### config.mk
export PLATFORM = sky130hd
export DESIGN_NAME = mem_req_arbiter_flat
export DESIGN_NICKNAME = d
export VERILOG_FILES = /design/src/rtl/mem_req_arbiter_pkg.sv /design/src/rtl/mem_req_arbiter_if.sv /design/src/rtl/mem_req_arbiter_prio.sv /design/src/rtl/mem_req_arbiter.sv /design/src/flat_wrapper.sv
export SDC_FILE = /design/constraint.sdc
export NUM_CORES = 1
export LEC_CHECK = 0
export CORE_AREA = 2 2 299 301
export CTS_BUF_LIST = sky130_fd_sc_hd__clkbuf_4
export DETAILED_ROUTE_END_ITERATION = 7
export DIE_AREA = 0 0 301 303
export PLACE_DENSITY = 0.38
export SLEW_MARGIN = 20
export SYNTH_ARGS = -nofsm -noshare
export SYNTH_HDL_FRONTEND = slang
export SYNTH_SLANG_ARGS = --single-unit
### constraint.sdc
create_clock -name clk -period 3.38 [get_ports clk]
set_input_delay 1.014 -clock clk [delete_from_list [all_inputs] [get_ports clk]]
set_output_delay 1.014 -clock clk [all_outputs]
set_load 0.02 [all_outputs]
### src/rtl/mem_req_arbiter_pkg.sv
// mem_req_arbiter_pkg
//   Shared constants and types for the two-port memory request arbiter.
//   - Memory line geometry (data width, beats per line, address width).
//   - Tag widths. The memory tag is the dcache tag plus one source bit.
//   - FSM state encoding, source ids, and the request bundle used for muxing.
//   Optional feature macro used by the arbiter: MEM_ARB_ROUND_ROBIN_EN.
package mem_req_arbiter_pkg;

    function automatic int ceil_log2(input int n);
        int r;
        r = 0;
        while ((1 << r) < n) r = r + 1;
        return r;
    endfunction

    localparam int MEM_DATA_BITS   = 128;
    localparam int MEM_DATA_CYCLES = 4;   // power of two, >= 2
    localparam int WORD_ADDR_BITS  = 30;
    localparam int MEM_REQ_LSB     = ceil_log2(MEM_DATA_BITS / 64);
    localparam int ADDR_W          = WORD_ADDR_BITS - MEM_REQ_LSB;
    localparam int DC_TAG_BITS     = 4;
    localparam int TAG_W           = DC_TAG_BITS + 1;
    localparam int WCNT_W          = ceil_log2(MEM_DATA_CYCLES);

    // Source id carried in the top bit of the memory tag
    localparam logic SRC_IP = 1'b0;
    localparam logic SRC_DC = 1'b1;

    typedef enum logic {
        S_IDLE  = 1'b0,
        S_WDATA = 1'b1
    } arb_state_t;

    typedef struct packed {
        logic              rw;
        logic [ADDR_W-1:0] addr;
        logic [TAG_W-1:0]  tag;
    } mem_req_t;

endpackage

### src/rtl/mem_req_arbiter_if.sv
// mem_req_arbiter_if
//   Bundles every handshake/data signal around the arbiter:
//   - ip_req_*  : prefetcher request (val/rdy, addr, 1-bit tag)
//   - dc_req_*  : dcache request (val/rdy, rw, addr, tag) and write-data beats
//   - ip_resp_* / dc_resp_* : responses and nacks steered back by tag
//   - mem_req_* / mem_resp_* : the single downstream memory port
//   Modports:
//   - master : the arbiter (owns the memory port, answers the clients)
//   - slave  : the environment (clients plus memory)
interface mem_req_arbiter_if;
    import mem_req_arbiter_pkg::*;

    logic                     ip_req_val;
    logic                     ip_req_rdy;
    logic [ADDR_W-1:0]        ip_req_addr;
    logic                     ip_req_tag;

    logic                     dc_req_val;
    logic                     dc_req_rdy;
    logic                     dc_req_rw;
    logic [ADDR_W-1:0]        dc_req_addr;
    logic [DC_TAG_BITS-1:0]   dc_req_tag;
    logic                     dc_req_data_val;
    logic                     dc_req_data_rdy;
    logic [MEM_DATA_BITS-1:0] dc_req_data_bits;

    logic                     ip_resp_val;
    logic                     ip_resp_nack;
    logic                     ip_resp_tag;
    logic [MEM_DATA_BITS-1:0] ip_resp_data;
    logic                     dc_resp_val;
    logic                     dc_resp_nack;
    logic [DC_TAG_BITS-1:0]   dc_resp_tag;
    logic [MEM_DATA_BITS-1:0] dc_resp_data;

    logic                     mem_req_val;
    logic                     mem_req_rdy;
    logic                     mem_req_rw;
    logic [ADDR_W-1:0]        mem_req_addr;
    logic [TAG_W-1:0]         mem_req_tag;
    logic                     mem_req_data_val;
    logic                     mem_req_data_rdy;
    logic [MEM_DATA_BITS-1:0] mem_req_data_bits;
    logic                     mem_resp_val;
    logic                     mem_resp_nack;
    logic [MEM_DATA_BITS-1:0] mem_resp_data;
    logic [TAG_W-1:0]         mem_resp_tag;

    modport master (
        input  ip_req_val, ip_req_addr, ip_req_tag,
        output ip_req_rdy,
        input  dc_req_val, dc_req_rw, dc_req_addr, dc_req_tag,
        output dc_req_rdy,
        input  dc_req_data_val, dc_req_data_bits,
        output dc_req_data_rdy,
        output ip_resp_val, ip_resp_nack, ip_resp_tag, ip_resp_data,
        output dc_resp_val, dc_resp_nack, dc_resp_tag, dc_resp_data,
        output mem_req_val, mem_req_rw, mem_req_addr, mem_req_tag,
        input  mem_req_rdy,
        output mem_req_data_val, mem_req_data_bits,
        input  mem_req_data_rdy,
        input  mem_resp_val, mem_resp_nack, mem_resp_data, mem_resp_tag
    );

    modport slave (
        output ip_req_val, ip_req_addr, ip_req_tag,
        input  ip_req_rdy,
        output dc_req_val, dc_req_rw, dc_req_addr, dc_req_tag,
        input  dc_req_rdy,
        output dc_req_data_val, dc_req_data_bits,
        input  dc_req_data_rdy,
        input  ip_resp_val, ip_resp_nack, ip_resp_tag, ip_resp_data,
        input  dc_resp_val, dc_resp_nack, dc_resp_tag, dc_resp_data,
        input  mem_req_val, mem_req_rw, mem_req_addr, mem_req_tag,
        output mem_req_rdy,
        input  mem_req_data_val, mem_req_data_bits,
        output mem_req_data_rdy,
        output mem_resp_val, mem_resp_nack, mem_resp_data, mem_resp_tag
    );

endinterface

### src/rtl/mem_req_arbiter_prio.sv
// mem_arb_prio
//   Two-input grant picker for the arbiter.
//   Ports:
//   - ip_val, dc_val : requests from the I-side and D-side
//   - gnt_dc         : 1 = D-side wins this cycle, 0 = I-side
//   With MEM_ARB_ROUND_ROBIN_EN defined, a last_grant flop (clk, reset, fire
//   ports) makes a tie go to the side not granted last; otherwise the D-side
//   always wins a tie and no state exists.
module mem_arb_prio
    import mem_req_arbiter_pkg::*;
(
`ifdef MEM_ARB_ROUND_ROBIN_EN
    input  logic clk,
    input  logic reset,
    input  logic fire,     // a memory request handshake completed this cycle
`endif
    input  logic ip_val,
    input  logic dc_val,
    output logic gnt_dc
);

    logic prio_dc;

`ifdef MEM_ARB_ROUND_ROBIN_EN
    logic last_grant;

    always_ff @(posedge clk or posedge reset) begin
        if (reset)
            last_grant <= SRC_IP;
        else if (fire)
            last_grant <= gnt_dc ? SRC_DC : SRC_IP;
    end

    assign prio_dc = (last_grant == SRC_IP);
`else
    assign prio_dc = 1'b1;
`endif

    assign gnt_dc = dc_val & (~ip_val | prio_dc);

endmodule

### src/rtl/mem_req_arbiter.sv
// mem_req_arbiter
//   Merges prefetcher (I-side) and dcache (D-side) requests onto one memory
//   port. The memory tag gets a source bit on top so responses and nacks can
//   be steered back combinationally. A D-side writeback holds the port for
//   MEM_DATA_CYCLES write-data beats (WDATA state) before arbitration resumes.
//   Ports:
//   - clk, reset : clock, asynchronous active-high reset
//   - bus        : mem_req_arbiter_if.master (client requests, write beats,
//                  responses, memory request/response port)
//   Build option: MEM_ARB_ROUND_ROBIN_EN selects round-robin tie breaking
//   instead of fixed D-side priority.
module mem_req_arbiter
    import mem_req_arbiter_pkg::*;
(
    input  logic              clk,
    input  logic              reset,
    mem_req_arbiter_if.master bus
);

    arb_state_t        state, state_nxt;
    logic [WCNT_W-1:0] wcnt, wcnt_nxt;
    logic              gnt_dc;
    logic              dc_wr_fire;
    logic              beat_fire;
    mem_req_t          ip_req, dc_req, sel_req;

    mem_arb_prio u_prio (
`ifdef MEM_ARB_ROUND_ROBIN_EN
        .clk    (clk),
        .reset  (reset),
        .fire   (bus.mem_req_val & bus.mem_req_rdy),
`endif
        .ip_val (bus.ip_req_val),
        .dc_val (bus.dc_req_val),
        .gnt_dc (gnt_dc)
    );

    // I-side never writes; its one tag bit sits at the bottom of the field
    assign ip_req = '{rw:   1'b0,
                      addr: bus.ip_req_addr,
                      tag:  {SRC_IP, {(DC_TAG_BITS-1){1'b0}}, bus.ip_req_tag}};
    assign dc_req = '{rw:   bus.dc_req_rw,
                      addr: bus.dc_req_addr,
                      tag:  {SRC_DC, bus.dc_req_tag}};
    assign sel_req = gnt_dc ? dc_req : ip_req;

    assign dc_wr_fire = bus.dc_req_val & gnt_dc & bus.mem_req_rdy & bus.dc_req_rw;
    assign beat_fire  = bus.dc_req_data_val & bus.mem_req_data_rdy;

    always_ff @(posedge clk or posedge reset) begin
        if (reset) begin
            state <= S_IDLE;
            wcnt  <= '0;
        end else begin
            state <= state_nxt;
            wcnt  <= wcnt_nxt;
        end
    end

    always_comb begin
        state_nxt             = state;
        wcnt_nxt              = wcnt;

        bus.mem_req_val       = 1'b0;
        bus.ip_req_rdy        = 1'b0;
        bus.dc_req_rdy        = 1'b0;
        bus.mem_req_data_val  = 1'b0;
        bus.dc_req_data_rdy   = 1'b0;
        bus.ip_resp_val       = 1'b0;
        bus.ip_resp_nack      = 1'b0;
        bus.dc_resp_val       = 1'b0;
        bus.dc_resp_nack      = 1'b0;

        // Data and tag fields are don't-care without a valid, so they pass
        // through unconditionally.
        bus.mem_req_rw        = sel_req.rw;
        bus.mem_req_addr      = sel_req.addr;
        bus.mem_req_tag       = sel_req.tag;
        bus.mem_req_data_bits = bus.dc_req_data_bits;
        bus.ip_resp_tag       = bus.mem_resp_tag[0];
        bus.dc_resp_tag       = bus.mem_resp_tag[DC_TAG_BITS-1:0];
        bus.ip_resp_data      = bus.mem_resp_data;
        bus.dc_resp_data      = bus.mem_resp_data;

        // Every handshake output is forced low while reset is asserted
        if (!reset) begin
            // Responses are steered by the source bit in any state; nacks
            // follow the same bit even without mem_resp_val.
            bus.ip_resp_val  = bus.mem_resp_val  & (bus.mem_resp_tag[TAG_W-1] == SRC_IP);
            bus.dc_resp_val  = bus.mem_resp_val  & (bus.mem_resp_tag[TAG_W-1] == SRC_DC);
            bus.ip_resp_nack = bus.mem_resp_nack & (bus.mem_resp_tag[TAG_W-1] == SRC_IP);
            bus.dc_resp_nack = bus.mem_resp_nack & (bus.mem_resp_tag[TAG_W-1] == SRC_DC);

            case (state)
                S_IDLE: begin
                    bus.mem_req_val = gnt_dc ? bus.dc_req_val : bus.ip_req_val;
                    bus.ip_req_rdy  = bus.mem_req_rdy & ~gnt_dc;
                    bus.dc_req_rdy  = bus.mem_req_rdy &  gnt_dc;
                    if (dc_wr_fire) begin
                        state_nxt = S_WDATA;
                        wcnt_nxt  = '0;
                    end
                end
                S_WDATA: begin
                    bus.mem_req_data_val = bus.dc_req_data_val;
                    bus.dc_req_data_rdy  = bus.mem_req_data_rdy;
                    if (beat_fire) begin
                        if (wcnt == WCNT_W'(MEM_DATA_CYCLES - 1)) begin
                            wcnt_nxt  = '0;
                            state_nxt = S_IDLE;
                        end else begin
                            wcnt_nxt  = wcnt + 1'b1;
                        end
                    end
                end
                default: state_nxt = S_IDLE;
            endcase
        end
    end

endmodule
### src/flat_wrapper.sv
// flat-port wrapper written by rule: the top's interface ports become plain ports
module mem_req_arbiter_flat import mem_req_arbiter_pkg::*;
  (clk, reset, bus_ip_req_val, bus_ip_req_addr, bus_ip_req_tag, bus_ip_req_rdy, bus_dc_req_val, bus_dc_req_rw, bus_dc_req_addr, bus_dc_req_tag, bus_dc_req_rdy, bus_dc_req_data_val, bus_dc_req_data_bits, bus_dc_req_data_rdy, bus_ip_resp_val, bus_ip_resp_nack, bus_ip_resp_tag, bus_ip_resp_data, bus_dc_resp_val, bus_dc_resp_nack, bus_dc_resp_tag, bus_dc_resp_data, bus_mem_req_val, bus_mem_req_rw, bus_mem_req_addr, bus_mem_req_tag, bus_mem_req_rdy, bus_mem_req_data_val, bus_mem_req_data_bits, bus_mem_req_data_rdy, bus_mem_resp_val, bus_mem_resp_nack, bus_mem_resp_data, bus_mem_resp_tag);
  mem_req_arbiter_if bus_i ();
  input  logic clk;
  input  logic reset;
  input wire logic [$bits(bus_i.ip_req_val)-1:0] bus_ip_req_val;
  input wire logic [$bits(bus_i.ip_req_addr)-1:0] bus_ip_req_addr;
  input wire logic [$bits(bus_i.ip_req_tag)-1:0] bus_ip_req_tag;
  output wire logic [$bits(bus_i.ip_req_rdy)-1:0] bus_ip_req_rdy;
  input wire logic [$bits(bus_i.dc_req_val)-1:0] bus_dc_req_val;
  input wire logic [$bits(bus_i.dc_req_rw)-1:0] bus_dc_req_rw;
  input wire logic [$bits(bus_i.dc_req_addr)-1:0] bus_dc_req_addr;
  input wire logic [$bits(bus_i.dc_req_tag)-1:0] bus_dc_req_tag;
  output wire logic [$bits(bus_i.dc_req_rdy)-1:0] bus_dc_req_rdy;
  input wire logic [$bits(bus_i.dc_req_data_val)-1:0] bus_dc_req_data_val;
  input wire logic [$bits(bus_i.dc_req_data_bits)-1:0] bus_dc_req_data_bits;
  output wire logic [$bits(bus_i.dc_req_data_rdy)-1:0] bus_dc_req_data_rdy;
  output wire logic [$bits(bus_i.ip_resp_val)-1:0] bus_ip_resp_val;
  output wire logic [$bits(bus_i.ip_resp_nack)-1:0] bus_ip_resp_nack;
  output wire logic [$bits(bus_i.ip_resp_tag)-1:0] bus_ip_resp_tag;
  output wire logic [$bits(bus_i.ip_resp_data)-1:0] bus_ip_resp_data;
  output wire logic [$bits(bus_i.dc_resp_val)-1:0] bus_dc_resp_val;
  output wire logic [$bits(bus_i.dc_resp_nack)-1:0] bus_dc_resp_nack;
  output wire logic [$bits(bus_i.dc_resp_tag)-1:0] bus_dc_resp_tag;
  output wire logic [$bits(bus_i.dc_resp_data)-1:0] bus_dc_resp_data;
  output wire logic [$bits(bus_i.mem_req_val)-1:0] bus_mem_req_val;
  output wire logic [$bits(bus_i.mem_req_rw)-1:0] bus_mem_req_rw;
  output wire logic [$bits(bus_i.mem_req_addr)-1:0] bus_mem_req_addr;
  output wire logic [$bits(bus_i.mem_req_tag)-1:0] bus_mem_req_tag;
  input wire logic [$bits(bus_i.mem_req_rdy)-1:0] bus_mem_req_rdy;
  output wire logic [$bits(bus_i.mem_req_data_val)-1:0] bus_mem_req_data_val;
  output wire logic [$bits(bus_i.mem_req_data_bits)-1:0] bus_mem_req_data_bits;
  input wire logic [$bits(bus_i.mem_req_data_rdy)-1:0] bus_mem_req_data_rdy;
  input wire logic [$bits(bus_i.mem_resp_val)-1:0] bus_mem_resp_val;
  input wire logic [$bits(bus_i.mem_resp_nack)-1:0] bus_mem_resp_nack;
  input wire logic [$bits(bus_i.mem_resp_data)-1:0] bus_mem_resp_data;
  input wire logic [$bits(bus_i.mem_resp_tag)-1:0] bus_mem_resp_tag;
  assign bus_i.ip_req_val = bus_ip_req_val;
  assign bus_i.ip_req_addr = bus_ip_req_addr;
  assign bus_i.ip_req_tag = bus_ip_req_tag;
  assign bus_ip_req_rdy = bus_i.ip_req_rdy;
  assign bus_i.dc_req_val = bus_dc_req_val;
  assign bus_i.dc_req_rw = bus_dc_req_rw;
  assign bus_i.dc_req_addr = bus_dc_req_addr;
  assign bus_i.dc_req_tag = bus_dc_req_tag;
  assign bus_dc_req_rdy = bus_i.dc_req_rdy;
  assign bus_i.dc_req_data_val = bus_dc_req_data_val;
  assign bus_i.dc_req_data_bits = bus_dc_req_data_bits;
  assign bus_dc_req_data_rdy = bus_i.dc_req_data_rdy;
  assign bus_ip_resp_val = bus_i.ip_resp_val;
  assign bus_ip_resp_nack = bus_i.ip_resp_nack;
  assign bus_ip_resp_tag = bus_i.ip_resp_tag;
  assign bus_ip_resp_data = bus_i.ip_resp_data;
  assign bus_dc_resp_val = bus_i.dc_resp_val;
  assign bus_dc_resp_nack = bus_i.dc_resp_nack;
  assign bus_dc_resp_tag = bus_i.dc_resp_tag;
  assign bus_dc_resp_data = bus_i.dc_resp_data;
  assign bus_mem_req_val = bus_i.mem_req_val;
  assign bus_mem_req_rw = bus_i.mem_req_rw;
  assign bus_mem_req_addr = bus_i.mem_req_addr;
  assign bus_mem_req_tag = bus_i.mem_req_tag;
  assign bus_i.mem_req_rdy = bus_mem_req_rdy;
  assign bus_mem_req_data_val = bus_i.mem_req_data_val;
  assign bus_mem_req_data_bits = bus_i.mem_req_data_bits;
  assign bus_i.mem_req_data_rdy = bus_mem_req_data_rdy;
  assign bus_i.mem_resp_val = bus_mem_resp_val;
  assign bus_i.mem_resp_nack = bus_mem_resp_nack;
  assign bus_i.mem_resp_data = bus_mem_resp_data;
  assign bus_i.mem_resp_tag = bus_mem_resp_tag;
  mem_req_arbiter u_core (.clk(clk), .reset(reset), .bus(bus_i));
endmodule
==> results of run 1 <==
-- critical path: cells and delay by family --
family	cells	cell delay, ps
buffers and inverters	3	880
multiplexers	1	370
-- worst min-delay path by stage --
stage	start	cells past startpoint	slack (ps)	end
2_1_floorplan	u_core.wcnt[1]	2	520	u_core.wcnt[1]
3_3_place_gp	u_core.wcnt[1]	2	530	u_core.wcnt[1]
3_5_place_dp	u_core.wcnt[0]	2	550	u_core.wcnt[0]
4_1_cts	u_core.wcnt[0]	2	560	u_core.wcnt[0]
5_1_grt	u_core.wcnt[0]	2	600	u_core.wcnt[0]
6_report	u_core.wcnt[0]	2	570	u_core.wcnt[0]
-- power by group --
| part | internal [mW] | switching (mW) |
|---|---|---|
| logic | 0.189 | 0.140 |
| clock network | 0.0523 | 0.0201 |
| registers | 0.0539 | 0.0206 |
-- flip-flops by register name (all words and copies together) (netlist names) --
register and count:
u_core.state 1, u_core.wcnt 2
-- per-layer routing --
metal,vias to the layer above,wire length (microns)
li1,487,-
met1,556,2130
met2,562,13900
met3,128,12200
met4,2,1920
met5,-,13
-- final cells by class --
class | instances | area share
timing repair buffer | 123 | 0.372
inverter | 3 | 0.00338
antenna | 4 | 0.00300
clock buffer | 4 | 0.00901
tap | 1165 | 0.437
multi-input combinational | 55 | 0.152
sequential | 3 | 0.0225
-- metrics by stage --
step | TNS (ps) | instance area, sq um | hold slack [ps] | total power, mW
6_report | 0 | 3330 | 568 | 0.477
5_1_grt | 0 | 3320 | 597 | 0.508
4_1_cts | 0 | 3300 | 564 | 0.487
3_5_place_dp | -1050 | 3290 | 548 | 0.421
3_3_place_gp | -897 | 3290 | 530 | 0.409
2_1_floorplan | 0 | 3550 | 518 | 0.880
-- cell families (layout without fill, tap and decap cells) --
group	count (synthesis)	count (layout)
AOI/OAI and AO/OA	3	3
adders and majority gates	1	1
buffers and inverters	397	130
DFF	3	3
muxes	30	30
other	0	4
and+or+nand+nor	21	21
-- Yosys cell counts (all sizes together) --
| master | instances | share of area |
|---|---|---|
| nor3 | 1 | 0.0014 |
| ha | 1 | 0.0035 |
| a21o | 1 | 0.0025 |
| o22ai | 1 | 0.0018 |
| nor2b | 1 | 0.0039 |
| and3 | 4 | 0.0078 |
| or3b | 1 | 0.0032 |
| mux2 | 30 | 0.095 |
| inv | 3 | 0.0032 |
| nand4 | 1 | 0.0018 |
| nand2 | 2 | 0.0021 |
| buf | 394 | 0.83 |
| nor3b | 2 | 0.0042 |
| o21ai | 1 | 0.0014 |
| nand4b | 1 | 0.0025 |
| and2 | 4 | 0.0071 |
| dfrtp | 3 | 0.021 |
| or3 | 1 | 0.0018 |
| nor2 | 3 | 0.0032 |
-- placed cells by master, fill, tap and decap left out, types with 2 or more instances in the layout --
master	netlist	final
dlymetal6s2s_1	0	8
clkdlybuf4s50_1	0	89
mux2_2	30	30
dlygate4sd2_1	0	15
diode_2	0	4
and3_1	2	2
nor2_1	3	3
nand2_1	2	2
dfrtp_1	3	3
clkbuf_4	0	4
nor3b_1	2	2
and2_1	4	4
inv_1	3	3
and3_2	2	2
buf_12	0	3
buf_4	392	7
==> impl_metrics.yaml, run 1 <==
status:
  outcome: "finished clean"
grt:
  antenna_found_initial: 5
  grt_max_degree: 37
  grtUsageMet2: 0.101
  grt_usage: 0.0613
  grt_first_pass_wirelength_microns: 32800
  met1_usage: 0.0113
  overflow: 0
  first_global_vias: 1967
  busiest_layer: "met3"
  grt_use_met3: 0.115
worst_setup_path:
  max_stage_delay_ps: 540
  worst-path-max-fanout: 39
  worstPathCellList: "buf_2, buf_12, mux2_2, clkdlybuf4s50_1"
  crit_path_start_kind: "input port"
  reg2reg_slack_ps: 2000
  crit_path_start: "bus_dc_req_val"
  crit_arrival_ps: 2330
  r2r-end: "u_core.wcnt[0]"
  cp_slowest_cell: "clkdlybuf4s50_1"
  endpoint_kind: "primary output"
  required_ps: 2370
  crit_end: "bus_mem_req_addr[28]"
  r2r-start: "u_core.state"
  worstRegToRegCells: 4
  criticalPathCategory: "input port to primary output"
sta:
  fmax_mhz: 299
  period_share: 0.990
  setup_viol: 0
  min_period_ps: 3350
  final.setup.worst_slack_ps: 34.4
  worst_slew_pin_slew_ps: 284
  drv_slew: 0
  rsz0062_at_grt: "no"
  fin_skew_ps: 1.34
  final-hold-violation-count: 0
  slew_headroom: 0.811
synthesis:
  synth-simple-area-share: 0.0388
  ys_types: 21
  synth_nets: 790
  synth_cells: 455
  yosysWarnings: 0
  synth_fa_ha_area_frac: 0.00353
  synth_xor_area_frac: 0
  synthesis.area_sq_um: 3550
  synthMuxAreaShare: 0.0952
  ys_seq_area_frac: 0.0212
  synth_seq_cells: 3
  avgSynthCellArea_sq_um: 7.80
  synth_top_family_by_area: "buffers and inverters"
  synth_compound_area_frac: 0.00564
detailed_routing:
  first_pass_iters: 4
  drt-vias-per-instance: 1.28
  drt_iter0_markers: 49
  drcViolationCount: 0
  vias: 1735
  post_drt_wl_per_cell_microns: 22.2
  drtAntennaViolNets: 0
  routed_wl_microns: 30200
finish:
  drive_above_1_share: 0.266
  fin_util: 0.0379
  stdcell_count: 1357
  register_area_sq_um: 75.1
  area_growth_pct: -6.07
  multi_input_area_sq_um: 508
  fillCellCount: 10500
  layout.nets: 524
die:
  pin_count: 767
  die-area_sq_um: 91200
  rows: 109
  die_w_microns: 301
  initial_core_util: 0.0403
  core_area_sq_um: 88000
  dieHeight_microns: 303
placed_design:
  place_congestion: 0.587
  dp_slack_ps: -213
  hpwl_microns: 28200
  dpl.cell_count: 1349
  io_buffers: 117
clock_tree:
  cts.sink_count: 3
  cts_resized: 15
  clockBufferDepth: 2
  cts.clk_slew.worst_paths_ps: 40
  postCtsSetupBuffers: 0
  hold_buffers: 0
  cts_tree: "done"
  cts.htree.levels: 1
  clk_latency_ps: 230
  cts_made_buffers: 3
  cts_root_buf: "clkbuf_4"
power_and_ir_drop:
  ir_worst_vdd_mv: 0.0871
  power_density_nw_per_um2: 143
  p_leak_nw: 0.879
job:
  maxCapViolCount: 0
hold_path:
  hold_class: "flop to flop"
Power figures use the tool's default switching activity.
==> inputs of run 2 (changes only) <==
--- a/config.mk
+++ b/config.mk
@@ -7,6 +7,7 @@
 export LEC_CHECK = 0
 export CORE_AREA = 2 2 299 301
 export CTS_BUF_LIST = sky130_fd_sc_hd__clkbuf_4
+export CTS_CLUSTER_DIAMETER = 60
 export DETAILED_ROUTE_END_ITERATION = 7
 export DIE_AREA = 0 0 301 303
 export PLACE_DENSITY = 0.38
==> results of run 2 <==
No change in the layout: final DEF, timing and power equal those of run 1.
